==> config.mk <==
export PLATFORM = sky130hd
export DESIGN_NAME = div_arbiter
export DESIGN_NICKNAME = d
export VERILOG_FILES = /design/src/rtl/div_arbiter.sv
export SDC_FILE = /design/constraint.sdc
export NUM_CORES = 1
export LEC_CHECK = 0
export CORE_ASPECT_RATIO = 1.4
export CORE_MARGIN = 2
export CORE_UTILIZATION = 40
export CTS_BUF_LIST = sky130_fd_sc_hd__clkbuf_4 sky130_fd_sc_hd__clkbuf_8
export CTS_CLUSTER_DIAMETER = 30
export CTS_CLUSTER_SIZE = 28
export DETAILED_ROUTE_END_ITERATION = 16
export GPL_ROUTABILITY_DRIVEN = 0
export PLACE_DENSITY = 0.9
export SLEW_MARGIN = 20
export SYNTH_ARGS = -nofsm -noshare
export SYNTH_HDL_FRONTEND = slang
export SYNTH_SLANG_ARGS = --single-unit
==> constraint.sdc <==
create_clock -name clk -period 1.55 [get_ports clk]
set_input_delay 0.31 -clock clk [delete_from_list [all_inputs] [get_ports clk]]
set_output_delay 0.31 -clock clk [all_outputs]
set_load 0.005 [all_outputs]
==> src/rtl/div_arbiter.sv <==
// Round-robin arbiter sharing one iterative divider core among CLIENTS requesters.
// A zero divisor is answered locally (all-ones quotient, remainder = dividend) without using the core.
module div_arbiter #(
  parameter int WIDTH   = 8,
  parameter int CLIENTS = 2
) (
  input  logic                       clk,
  input  logic                       reset_n,
  input  logic [CLIENTS-1:0]         cl_req,
  input  logic [CLIENTS*WIDTH-1:0]   cl_dividend,
  input  logic [CLIENTS*WIDTH-1:0]   cl_divisor,
  output logic [CLIENTS-1:0]         cl_ack,
  output logic [WIDTH-1:0]           cl_quotient,
  output logic [WIDTH-1:0]           cl_remainder,
  output logic                       busy,
  output logic                       div_req,
  output logic [WIDTH-1:0]           div_dividend,
  output logic [WIDTH-1:0]           div_divisor,
  input  logic                       div_ack,
  input  logic [WIDTH-1:0]           div_quotient,
  input  logic [WIDTH-1:0]           div_remainder
);

  // states: IDLE arbitrate | ISSUE div_req pulse | WAIT core running | RESP cl_ack pulse
  typedef enum logic [1:0] {IDLE, ISSUE, WAIT, RESP} state_t;

  localparam int            IW   = (CLIENTS > 1) ? $clog2(CLIENTS) : 1;
  localparam logic [IW:0]   NCL  = (IW+1)'(CLIENTS);
  localparam logic [IW-1:0] LAST = IW'(CLIENTS - 1);

  state_t          state;
  logic [IW-1:0]   ptr;
  logic [IW-1:0]   gnt;

  logic            found;
  logic [IW-1:0]   pick;
  logic [IW:0]     sum;
  logic [IW-1:0]   idx;
  logic [WIDTH-1:0] pick_dvd;
  logic [WIDTH-1:0] pick_dvs;

  // Search starts at ptr and wraps; the first requester found wins.
  always_comb begin
    found = 1'b0;
    pick  = '0;
    sum   = '0;
    idx   = '0;
    for (int i = 0; i < CLIENTS; i++) begin
      sum = {1'b0, ptr} + (IW+1)'(i);
      if (sum >= NCL) sum = sum - NCL;
      idx = sum[IW-1:0];
      if (!found && cl_req[idx]) begin
        found = 1'b1;
        pick  = idx;
      end
    end
  end

  always_comb begin
    pick_dvd = '0;
    pick_dvs = '0;
    for (int k = 0; k < CLIENTS; k++) begin
      if (pick == IW'(k)) begin
        pick_dvd = cl_dividend[k*WIDTH +: WIDTH];
        pick_dvs = cl_divisor[k*WIDTH +: WIDTH];
      end
    end
  end

  always_ff @(posedge clk) begin
    if (!reset_n) begin
      state        <= IDLE;
      ptr          <= '0;
      gnt          <= '0;
      busy         <= 1'b0;
      div_req      <= 1'b0;
      cl_ack       <= '0;
      cl_quotient  <= '0;
      cl_remainder <= '0;
      div_dividend <= '0;
      div_divisor  <= '0;
    end else begin
      div_req <= 1'b0;
      cl_ack  <= '0;
      case (state)
        IDLE: begin
          if (found) begin
            gnt  <= pick;
            busy <= 1'b1;
            if (pick_dvs != '0) begin
              div_dividend <= pick_dvd;
              div_divisor  <= pick_dvs;
              div_req      <= 1'b1;
              state        <= ISSUE;
            end else begin
              cl_quotient  <= '1;
              cl_remainder <= pick_dvd;
              cl_ack[pick] <= 1'b1;
              state        <= RESP;
            end
          end
        end
        ISSUE: state <= WAIT;
        WAIT: begin
          if (div_ack) begin
            cl_quotient  <= div_quotient;
            cl_remainder <= div_remainder;
            cl_ack[gnt]  <= 1'b1;
            state        <= RESP;
          end
        end
        RESP: begin
          busy  <= 1'b0;
          ptr   <= (gnt == LAST) ? '0 : gnt + IW'(1);
          state <= IDLE;
        end
        default: state <= IDLE;
      endcase
    end
  end

endmodule

-- After elaboration in Yosys (flattened, before gate mapping)
Cells that the tools add are included.
- add/subtract/negate cells: 4
- magnitude comparators: 8
- eq/ne operators: 6
- muxes and demuxes: 36
- reductions and logical operators: 14
- operators with widths (kind ; count):
    $mux W8 ; 8
    $pmux W8 S2 ; 2
    $mux W1 ; 15
    $mux W2 ; 6
    $lt A1 B2 Y1 const B ; 4
    $pmux W2 S4 ; 1
    $reduce_bool A8 Y1 ; 1
    $ne A2 B2 Y1 const B ; 3
    $reduce_and A2 Y1 ; 3
    $reduce_and A3 Y1 ; 2
    $eq A2 B2 Y1 const B ; 2
    $pmux W2 S2 ; 1
    $reduce_and A4 Y1 ; 1
    $reduce_bool A2 Y1 ; 2
    $logic_and A1 B1 Y1 ; 3
    $add A1 B1 Y2 const B ; 1
    $demux W1 S1 ; 2
    $eq A2 B1 Y1 const B ; 1
    $ge A1 B1 Y1 const B ; 2
    $ge A1 B2 Y1 const B ; 1
    $ge A2 B2 Y1 const B ; 1
    $logic_not A2 Y1 ; 1
    $pmux W1 S2 ; 1
    $sub A1 B1 Y1 const B ; 2
    other kinds (2) ; 2
- register bits after elaboration: 40
- input bits: 53
- output and inout bits: 36
- word-level logic and storage cells: 78

-- Depth between registers and ports, before layout
Gate-level depths: netlist of run 1.
- depth in word-level cells: 15
- mapped depth: 8
- depth with buffers taken out: 6

-- Worst setup path after synthesis of run 1
OpenSTA, ideal clock, no wires.
- kind: register to register
- from: register state[0]
- to: register cl_quotient[0]
- library setup time: 119 ps
- arrival time: 1616 ps
- required time: 1431 ps
- slack: -185 ps
- cell stages (with the launch flop): 9
- clock period less this slack: 1735 ps
- cell sequence: dfxtp_1 inv_1 ha_1 buf_4 or3b_4 o211ai_2 a31oi_4 buf_8 o221a_1
- word-level cells in the longest chain between the ends: 3
- elaborated cells on any way between the ends: 8
- those cells by class: eq/ne (4); mux (1); reduce/logical (3)
- RTL lines (what ; line ; RTL):
    from (decl) ; 31 ; state_t state;
    from (signal assigned) ; 72 ; state <= IDLE;
    from (signal assigned) ; 94 ; state <= ISSUE;
    from (signal assigned) ; 99 ; state <= RESP;
    $eq A2 B2 Y1 or $logic_not A2 Y1 (tied branches) ; 85 ; case (state)
    $ne A2 B2 Y1 (no source line) or $reduce_bool A2 Y1 (tied branches) ; -- ;
    $reduce_and A4 Y1 (no source line) ; -- ;
    to (signal assigned) ; 106 ; cl_quotient <= div_quotient;
    to (decl) ; 13 ; output logic [WIDTH-1:0] cl_quotient,
Parallel ways exist; a longest one is shown, timed or not.
A chain may end at the register's enable or synchronous reset.

-- Worst setup path in the final report of run 1
- from: register state[1]
- to: register cl_quotient[6]
The elaborated chain is that of the path after synthesis.

==> run_results.csv, run 1 <==
group,metric,value,unit
timing,post-route-period-util,107.2,%
clock_tree,clk-insertion-delay-late,0.29,ns
global_routing,grt_max_degree,30,
synth,dominantRegCellSynth,"sky130_fd_sc_hd__dfxtp_1",
setup_path,r2r_slack,-0.11,ns
clock_tree,cts_tree,"yes",
min_path,worstHoldPathType,"input port to register",
setup_path,worst_endpoint_data_arrival_time,1.85,ns
synth,synth_cell_types,32,
job,drv.max_cap_violation_count,0,
clock_tree,htree_num_levels,2,
status,violations,"negative setup slack",
synth,synth-async-reset-ratio,0,%
finish,final_design_area_no_fill,3495,um2
setup_path,worstPathMaxFanout,8,
die,initial_utilization,41.43,%
setup_path,timing.reg2reg.worst_path_depth,7,
timing,setup-violations-final,16,
power_and_ir_drop,power.density,1519,nW/um2
synth,synth-warning-count,0,
finish,layout_cell_share_with_drive_strength_beyond_1,19.58,%
setup_path,crit_end_element,"register",
synth,syn_nets,283,
clock_tree,clock_path_buffers,2,
timing,relative_slew_slack,74.67,%
setup_path,timing.setup.critical_path_class,"register to register",
setup_path,regToRegStartpoint,"state[1]",
power_and_ir_drop,p_leak,0.001413,uW
place,placement.cell_area,3228,um2
die,die_width,66.01,um
setup_path,worst_r2r_endpoint,"cl_quotient[6]",
timing,period_needed,1.661,ns
timing,slew_at_the_pin_closest_to_its_max_slew_limit,0.3752,ns
power_and_ir_drop,total_power,5309,uW
detailed_routing,totalWireLength,6321,um
status,status,"complete, but fails checks",
timing,fin_ws,-0.1112,ns
detailed_routing,viasPerCell,5.437,
place,port-buffer-count,88,
timing,grt_setup_unrepaired,"true",
global_routing,gr-usage-all-layers,22.45,%
die,die_h,90.82,um
detailed_routing,drc,0,
die,fp-row-count,31,
timing,timing_max_transition_violations_final,0,
die,design.die.area,5995,um2
detailed_routing,initialDrtViolationCount,101,
synth,avgSynthCellArea,9.486,um2
synth,synth.ff_latch_count,40,
die,pin_count,89,
place,detailedPlacementHpwl,4560,um
clock_tree,clk_transition_reported_paths,0.08,ns
clock_tree,numCtsBuffers,5,
place,pre_cts_slack,-0.5169,ns
global_routing,grt_first_pass_wirelength,10580,um
clock_tree,cts.root.buffer_cell,"sky130_fd_sc_hd__clkbuf_8",
global_routing,grt_pass1_vias,2297,
detailed_routing,first_pass_iters,4,
setup_path,worst_setup_path_start_kind,"register",
detailed_routing,drt.antenna.violating_nets,0,
min_path,hold_path_end,"div_req",
synth,postSynthCellCount,227,
timing,report.final.hold_viol_count,0,
finish,antenna_fix_cells,0,
finish,final_core_utilization,67.24,%
setup_path,required_time_of_the_critical_path,1.74,ns
clock_tree,cts_num_sinks,40,
global_routing,globalRouteOverflowTotal,0,
synth,post_synth_edffs,0,
clock_tree,cts_hold_buffers,0,
finish,syn_to_final_growth,62.29,%
min_path,hold_path_startpoint,"reset_n",
timing,max_clock_freq,602.0,MHz
synth,synth.cell_area,2153,um2
power_and_ir_drop,peakVddDrop,0.6592,mV
min_path,holdPathStages,3,
detailed_routing,num_vias,2164,
detailed_routing,wl_per_cell,15.88,um
timing,fin_skew,0.004157,ns
die,core,5197,um2
synth,seq_area_frac_synth,37.19,%
finish,final_net_count,387,
global_routing,grt_antenna_before_repair,0,
## worst max-delay path, stage by stage, from the launching register on
cell	delay (ns)
sky130_fd_sc_hd__dfxtp_2	0.33
sky130_fd_sc_hd__inv_2	0.06
sky130_fd_sc_hd__ha_4	0.12
sky130_fd_sc_hd__or3b_4	0.40
sky130_fd_sc_hd__o211ai_4	0.11
sky130_fd_sc_hd__a31oi_4	0.08
sky130_fd_sc_hd__clkbuf_16	0.20
sky130_fd_sc_hd__o221a_4	0.25
## layout make-up
cell class / instances / area [um2]
inverter: 6 / 25.02
tap: 66 / 82.58
clock buffer: 7 / 96.34
timing repair buffer: 116 / 1119
multi-input combinational: 162 / 1339
clock inverter: 1 / 30.03
fill: 428 / 1703
sequential: 40 / 803.3
## what timing repair did
item / in CTS / in global routing
hold endpoints to repair: 0 / 0
pin swaps: 9 / 2
setup endpoints to repair: 35 / 35
gates cloned: 1 / 0
setup buffers: 3 / 2
gates resized for setup: 29 / 9
## Yosys cell counts, types with 6 or more instances
cell type	count	area [um2]
sky130_fd_sc_hd__nor2_1	6	22.52
sky130_fd_sc_hd__o221a_2	7	78.83
sky130_fd_sc_hd__nand2_1	25	93.84
sky130_fd_sc_hd__o21ai_0	17	85.08
sky130_fd_sc_hd__a21boi_0	16	120.1
sky130_fd_sc_hd__clkbuf_1	14	52.55
sky130_fd_sc_hd__inv_1	6	22.52
sky130_fd_sc_hd__and3_1	18	112.6
sky130_fd_sc_hd__o311ai_0	8	70.07
sky130_fd_sc_hd__nand2b_1	10	62.56
sky130_fd_sc_hd__mux2i_1	25	250.2
sky130_fd_sc_hd__dfxtp_1	40	800.8
## worst max path at each step
stage | depth (start not counted) | slack [ns] | startpoint | end
after floorplan | 8 | -0.13 | state[1] | cl_quotient[0]
after global placement | 5 | -0.48 | cl_divisor[15] | cl_quotient[5]
after detailed placement | 5 | -0.52 | cl_divisor[7] | cl_quotient[3]
after CTS | 7 | -0.12 | state[0] | cl_quotient[2]
after global routing | 7 | -0.15 | state[0] | cl_quotient[4]
final | 7 | -0.11 | state[1] | cl_quotient[6]
## cell families (layout without fill, tap and decap cells)
kind of cell	count (synthesis)	in the layout	synth area share, %
simple gates	72	72	20.86
mux	25	25	11.62
fa+ha+maj	3	3	1.743
flops	40	40	37.19
buf+inv	25	130	5.752
compound gates	62	62	22.84
## flip-flops by register name (all words and copies together), names as in the netlist
| register | cells |
|---|---|
| cl_ack | 2 |
| cl_remainder | 8 |
| gnt | 1 |
| div_dividend | 8 |
| ptr | 1 |
| cl_quotient | 8 |
| busy | 1 |
| div_divisor | 8 |
| state | 2 |
| div_req | 1 |
## stage by stage
stage / setup TNS [ns] / hold slack, ns / instances
final: -0.9507 / 0.4039 / 398
after global routing: -2.855 / 0.4338 / 398
after CTS: -1.306 / 0.3927 / 396
after detailed placement: -16.53 / 0.4474 / 384
after global placement: -15.00 / 0.4420 / 384
after floorplan: -0.8834 / 0.4511 / 227
## metal layers
metal / global-route usage (%) / share of wire [%] / up-vias
met4: 12.07 / 4.0 / 0
li1: - / - / 1042
met1: 23.53 / 38 / 1027
met3: 4.239 / 4.5 / 18
met2: 40.66 / 54 / 77
met5: 0 / 0 / -
## where the power goes
| group | internal (uW) | switching (uW) |
|---|---|---|
| Clock | 568 | 361 |
| Sequential | 1370 | 192 |
| Combinational | 1680 | 1140 |
## cells in the final DEF (no fill, tap or decap), types with 2 or more instances in the layout
cell type / netlist / routed
sky130_fd_sc_hd__nand2b_1: 10 / 9
sky130_fd_sc_hd__a21boi_0: 16 / 16
sky130_fd_sc_hd__o221a_4: 0 / 6
sky130_fd_sc_hd__mux2i_1: 25 / 25
sky130_fd_sc_hd__o311ai_0: 8 / 5
sky130_fd_sc_hd__dfxtp_1: 40 / 38
sky130_fd_sc_hd__nor2_1: 6 / 6
sky130_fd_sc_hd__o211ai_4: 1 / 2
sky130_fd_sc_hd__dfxtp_2: 0 / 2
sky130_fd_sc_hd__nand3_1: 3 / 3
sky130_fd_sc_hd__a31oi_1: 2 / 2
sky130_fd_sc_hd__buf_12: 0 / 3
sky130_fd_sc_hd__nand2_1: 25 / 25
sky130_fd_sc_hd__o221a_1: 2 / 2
sky130_fd_sc_hd__and3_1: 18 / 18
sky130_fd_sc_hd__ha_4: 0 / 2
sky130_fd_sc_hd__buf_4: 3 / 24
sky130_fd_sc_hd__clkbuf_8: 0 / 7
sky130_fd_sc_hd__a21oi_1: 4 / 4
sky130_fd_sc_hd__clkdlybuf4s50_1: 0 / 69
sky130_fd_sc_hd__inv_1: 6 / 4
sky130_fd_sc_hd__nor4_4: 4 / 4
sky130_fd_sc_hd__o21ai_0: 17 / 16
sky130_fd_sc_hd__dlygate4sd2_1: 0 / 18
sky130_fd_sc_hd__o311ai_1: 0 / 3
Note: power is estimated with default switching activity, not from simulation.
==> run 2: changes to the inputs <==
Clock period 1.55 ns to 1.3 ns, I/O delays scaled along.
==> run 2 against run 1 <==
Net effect: the flow still finishes with violations (negative setup slack); via count rose by 3.2%; cell area rose by 5.4%; non-clock buffer count rose by 13; maximum frequency fell by 3.2%; clock skew rose by 0.0017 ns.
==> run_results.csv, run 2 (synthesis gave the netlist of run 1 again) <==
group,metric,value,unit
power_and_ir_drop,peakVddDrop,1.055,mV
clock_tree,clk-insertion-delay-late,0.29,ns
clock_tree,clock_path_buffers,2,
setup_path,worstPathMaxFanout,8,
power_and_ir_drop,power.density,1843,nW/um2
detailed_routing,first_pass_iters,4,
status,violations,"negative setup slack",
global_routing,grt_max_degree,27,
clock_tree,cts_num_sinks,40,
die,design.die.area,5995,um2
place,port-buffer-count,88,
detailed_routing,wl_per_cell,17.81,um
timing,totalNegativeSetupSlack,-11.34,ns
die,core,5197,um2
setup_path,r2r_slack,-0.42,ns
clock_tree,numCtsBuffers,5,
power_and_ir_drop,total_power,6787,uW
finish,antenna_fix_cells,0,
clock_tree,cts.root.buffer_cell,"sky130_fd_sc_hd__clkbuf_8",
finish,filler_free_cell_count_of_the_finished_design,411,
detailed_routing,num_vias,2233,
setup_path,crit_end_element,"register",
place,placement.cell_area,3258,um2
finish,syn_to_final_growth,71.01,%
status,status,"complete, but fails checks",
timing,fin_skew,0.005829,ns
clock_tree,cts_tree,"yes",
detailed_routing,viasPerCell,5.433,
power_and_ir_drop,p_leak,0.001638,uW
finish,most_common_cell_after_layout_fill_and_taps_aside,"sky130_fd_sc_hd__dlygate4sd2_1",
global_routing,grt_antenna_before_repair,0,
clock_tree,htree_num_levels,2,
setup_path,worst_endpoint_data_arrival_time,1.90,ns
finish,num-fill-cells,408,
timing,relative_slew_slack,73.43,%
timing,grt_setup_unrepaired,"true",
setup_path,timing.setup.critical_path_class,"register to register",
global_routing,grt_pass1_vias,2345,
place,place_inst,388,
timing,report.final.hold_viol_count,0,
timing,max_clock_freq,582.8,MHz
setup_path,worst_setup_path_start_kind,"register",
global_routing,gr-usage-all-layers,24.09,%
setup_path,required_time_of_the_critical_path,1.49,ns
timing,setup-violations-final,39,
min_path,worstHoldPathType,"input port to register",
timing,slew_at_the_pin_closest_to_its_max_slew_limit,0.3955,ns
finish,layout_cell_share_with_drive_strength_beyond_1,29.57,%
die,fp-row-count,31,
detailed_routing,initialDrtViolationCount,133,
detailed_routing,drc,0,
timing,fin_ws,-0.4160,ns
job,drv.max_cap_violation_count,0,
clock_tree,clk_transition_reported_paths,0.09,ns
global_routing,globalRouteOverflowTotal,0,
die,initial_utilization,41.43,%
place,detailedPlacementHpwl,4652,um
die,pin_count,89,
finish,multi_input_comb_area,1410,um2
timing,period_needed,1.716,ns
finish,final_net_count,400,
finish,final_core_utilization,70.85,%
die,die_h,90.82,um
finish,final_design_area_no_fill,3682,um2
global_routing,grt_first_pass_wirelength,11180,um
timing,post-route-period-util,132.0,%
finish,mostFrequentLayoutCells,"sky130_fd_sc_hd__dlygate4sd2_1 (53), sky130_fd_sc_hd__clkdlybuf4s50_1 (33), sky130_fd_sc_hd__buf_4 (29)",
finish,register_area,822.0,um2
timing,timing_max_transition_violations_final,0,
die,die_width,66.01,um
detailed_routing,totalWireLength,7318,um
detailed_routing,drt.antenna.violating_nets,0,
## run 2: cell count changes in the layout (fill, tap and decap cells not counted), moves of 3 or more
cell	delta
sky130_fd_sc_hd__clkdlybuf4s50_1	-36
sky130_fd_sc_hd__buf_6	+5
sky130_fd_sc_hd__dfxtp_2	+15
sky130_fd_sc_hd__a21oi_2	+3
sky130_fd_sc_hd__dfxtp_1	-15
sky130_fd_sc_hd__buf_4	+5
sky130_fd_sc_hd__dlygate4sd2_1	+35
sky130_fd_sc_hd__a21oi_1	-3
## run 2: area by class of cell
cell class	instances	share of cell area (%)
clock buffers	5	1.869
inverters	6	0.6116
flip-flops and latches	40	22.32
well taps	66	2.243
multi-input cells	162	38.29
clock inverters	3	1.155
repair buffers	129	33.50
## run 2: routing by layer
metal | GRT usage, % | part of all wire (%) | vias to the layer above | routed length, um
li1 | - | - | 1064 | -
met1 | 25.74 | 38 | 1052 | 2749
met2 | 44.02 | 54 | 90 | 3924
met3 | 3.367 | 4.7 | 27 | 345
met4 | 12.76 | 4.1 | 0 | 299
met5 | 0 | 0 | - | 0
## run 2: power breakdown
group / internal, uW / leakage [uW] / switching (uW)
combinational: 2240 / 0.00125 / 1640
clock: 569 / 0.0000541 / 465
sequential: 1660 / 0.000335 / 208
## run 2: final timing paths
check	endpoint	cells after the start	from
worst max-delay path	cl_quotient[6]	7	state[1]
worst min-delay path	cl_quotient[4]	2	reset_n
worst max register to register	cl_quotient[6]	7	state[1]
worst min register to register	cl_remainder[2]	2	cl_remainder[2]
## run 2: worst max-delay path, cell delays in order (launching register included)
cell and delay (ns):
sky130_fd_sc_hd__dfxtp_2 0.34, sky130_fd_sc_hd__inv_2 0.08, sky130_fd_sc_hd__ha_4 0.14, sky130_fd_sc_hd__or3b_4 0.41, sky130_fd_sc_hd__o211ai_4 0.11, sky130_fd_sc_hd__a31oi_4 0.10
sky130_fd_sc_hd__buf_16 0.19, sky130_fd_sc_hd__o221a_4 0.24
## run 2: what timing repair did
action | CTS | global route
endpoints found under the setup margin | 75 | 39
setup buffers | 12 | 2
pin swaps | 12 | 10
hold buffers | 0 | 0
gates cloned | 3 | 0
gates resized for setup | 94 | 14
## run 2: metrics by stage
stage               hold slack, ns  setup WS (ns)
global route                0.3655        -0.4371
floorplan                   0.4202        -0.3841
CTS                         0.3529        -0.3668
global placement            0.4431        -0.6925
finish                      0.3625        -0.4160
detailed placement          0.4520        -0.7390
==> run 3: changes to the inputs <==
Settings changed: CORE_MARGIN 2 to default.
==> run 3 against run 2 <==
Net effect: combinational power decreased by 3%; highest routed layer unchanged; routed wire length decreased by 6.3%; non-clock buffer count increased by 1; the run still ends with negative setup slack left; critical endpoint is now cl_quotient[3]; sequential power about the same; largest cell class unchanged.
==> run_results.csv, run 3 (synthesis gave the netlist of run 1 again) <==
group,metric,value,unit
status,status,"complete, but fails checks",
status,violations,"negative setup slack",
detailed_routing,drc,0,
global_routing,globalRouteOverflowTotal,0,
die,die_h,88.82,um
min_path,worstHoldPathType,"input port to register",
die,core,5159,um2
global_routing,global_route_met3_usage,3.737,%
clock_tree,cts_tree,"yes",
place,port-buffer-count,88,
timing,max_clock_freq,596.7,MHz
power_and_ir_drop,combPwrFrac,57.6,%
detailed_routing,drt.antenna.violating_nets,0,
setup_path,worst_setup_path_start_kind,"register",
setup_path,timing.critical_path.max_delay_family,"compound AO/OA/AOI/OAI gates",
clock_tree,htree_num_levels,2,
power_and_ir_drop,peakVddDrop,1.304,mV
power_and_ir_drop,p_leak,0.001665,uW
finish,layout_cell_share_with_drive_strength_beyond_1,31.30,%
finish,mostFrequentLayoutCells,"sky130_fd_sc_hd__dlygate4sd2_1 (46), sky130_fd_sc_hd__clkdlybuf4s50_1 (33), sky130_fd_sc_hd__buf_4 (27)",
detailed_routing,wl_per_cell,16.68,um
finish,final_design_area_no_fill,3690,um2
timing,timing_max_transition_violations_final,0,
global_routing,grt_first_pass_wirelength,10340,um
setup_path,timing.setup.critical_path_class,"register to register",
global_routing,grt_util_met1,26.06,%
finish,antenna_fix_cells,0,
finish,filler_free_cell_count_of_the_finished_design,411,
setup_path,worstPathCellList,"inv_2 > ha_4 > or3b_4 > buf_4 > nand3_2 > a31o_4 > o221a_4",
timing,period_needed,1.676,ns
timing,fin_skew,0.004860,ns
timing,fin_ws,-0.3758,ns
power_and_ir_drop,power.share.switching,33.45,%
setup_path,worst_endpoint_data_arrival_time,1.86,ns
global_routing,grt_antenna_before_repair,0,
detailed_routing,num_vias,2218,
timing,setup-violations-final,39,
global_routing,grt_max_degree,33,
die,die_width,64.01,um
finish,final_net_count,401,
detailed_routing,first_pass_iters,4,
clock_tree,cts.root.buffer_cell,"sky130_fd_sc_hd__clkbuf_8",
detailed_routing,initialDrtViolationCount,142,
power_and_ir_drop,power.internal,4363,uW
finish,most_common_cell_after_layout_fill_and_taps_aside,"sky130_fd_sc_hd__dlygate4sd2_1",
global_routing,grt_pass1_vias,2117,
timing,slew_at_the_pin_closest_to_its_max_slew_limit,0.3953,ns
timing,report.final.hold_viol_count,0,
place,detailedPlacementHpwl,4327,um
global_routing,gr-usage-all-layers,23.56,%
die,fp-row-count,31,
timing,post-route-period-util,128.9,%
global_routing,top_usage_layer,"met2",
timing,grt_setup_unrepaired,"true",
detailed_routing,viasPerCell,5.397,
timing,finalHoldWorstSlack,0.3587,ns
setup_path,required_time_of_the_critical_path,1.48,ns
clock_tree,clock_path_buffers,2,
setup_path,critical_path.max_stage_delay,0.35,ns
place,placement.cell_area,3236,um2
setup_path,worstPathMaxFanout,8,
die,design.die.area,5685,um2
power_and_ir_drop,net-switching-power,2193,uW
setup_path,critical-path-slowest-cell,"sky130_fd_sc_hd__dfxtp_2",
power_and_ir_drop,power.share.clock,13.5,%
power_and_ir_drop,power.density,1777,nW/um2
clock_tree,cts_num_sinks,40,
clock_tree,clk_transition_reported_paths,0.07,ns
finish,syn_to_final_growth,71.35,%
place,place_inst,385,
clock_tree,numCtsBuffers,5,
detailed_routing,totalWireLength,6857,um
power_and_ir_drop,total_power,6556,uW
die,initial_utilization,41.74,%
clock_tree,cts_hold_buffers,0,
power_and_ir_drop,proportion_of_power_drawn_by_flip_flops_and_latches,28.9,%
die,pin_count,89,
setup_path,critical_path.n_buffers_inverters,2,
setup_path,crit_end_element,"register",
timing,relative_slew_slack,73.64,%
clock_tree,clk-insertion-delay-late,0.29,ns
job,drv.max_cap_violation_count,0,
global_routing,grt_use_met2,44.49,%
## run 3: worst paths after layout
kind                            cells after the start             from         endpoint  slack (ns)
worst max-delay path                                7         state[1]   cl_quotient[3]       -0.38
worst min-delay path                                2          reset_n   cl_quotient[4]        0.36
worst max register to register                      7         state[1]   cl_quotient[3]       -0.38
worst min register to register                      2  cl_remainder[7]  cl_remainder[7]        0.45
## run 3: repair_timing
action,CTS,global route
setup endpoints to repair,75,40
resized for setup,88,37
pin swaps,10,11
setup buffers,10,7
cloned,2,0
## run 3: area by class of cell
type                       instances  area (um2)
clock buffer                       7       96.34
timing repair buffer             130        1251
multi-input combinational        162        1410
fill                             374        1469
tap                               66       82.58
inverter                           6       25.02
sequential                        40       824.5
## run 3: power groups by stage
stage	registers, uW	logic, uW	clock network [uW]
6_report	1890	3780	886
2_1_floorplan	1880	1550	0
5_1_grt	1930	4000	961
3_3_place_gp	1850	2880	0
3_5_place_dp	1860	2930	0
4_1_cts	1870	3320	901
## run 3: worst reg2reg max path: stages (launching register included)
cell,delay [ns]
sky130_fd_sc_hd__dfxtp_2,0.35
sky130_fd_sc_hd__inv_2,0.06
sky130_fd_sc_hd__ha_4,0.15
sky130_fd_sc_hd__or3b_4,0.25
sky130_fd_sc_hd__buf_4,0.13
sky130_fd_sc_hd__nand3_2,0.09
sky130_fd_sc_hd__a31o_4,0.28
sky130_fd_sc_hd__o221a_4,0.26
## run 3: routing by layer
metal | vias to the layer above | part of all wire [%]
li1 | 1070 | -
met1 | 1066 | 40
met2 | 71 | 54
met3 | 11 | 3.9
met4 | 0 | 2.2
met5 | - | 0
## run 3: through the flow
step / setup TNS [ns] / util, % / worst slack [ns]
2_1_floorplan: -6.246 / - / -0.3841
3_3_place_gp: -22.99 / 62.72 / -0.6901
3_5_place_dp: -23.99 / 62.72 / -0.7079
4_1_cts: -9.342 / 68.25 / -0.3382
5_1_grt: -13.33 / 71.53 / -0.4144
6_report: -11.25 / 71.53 / -0.3758
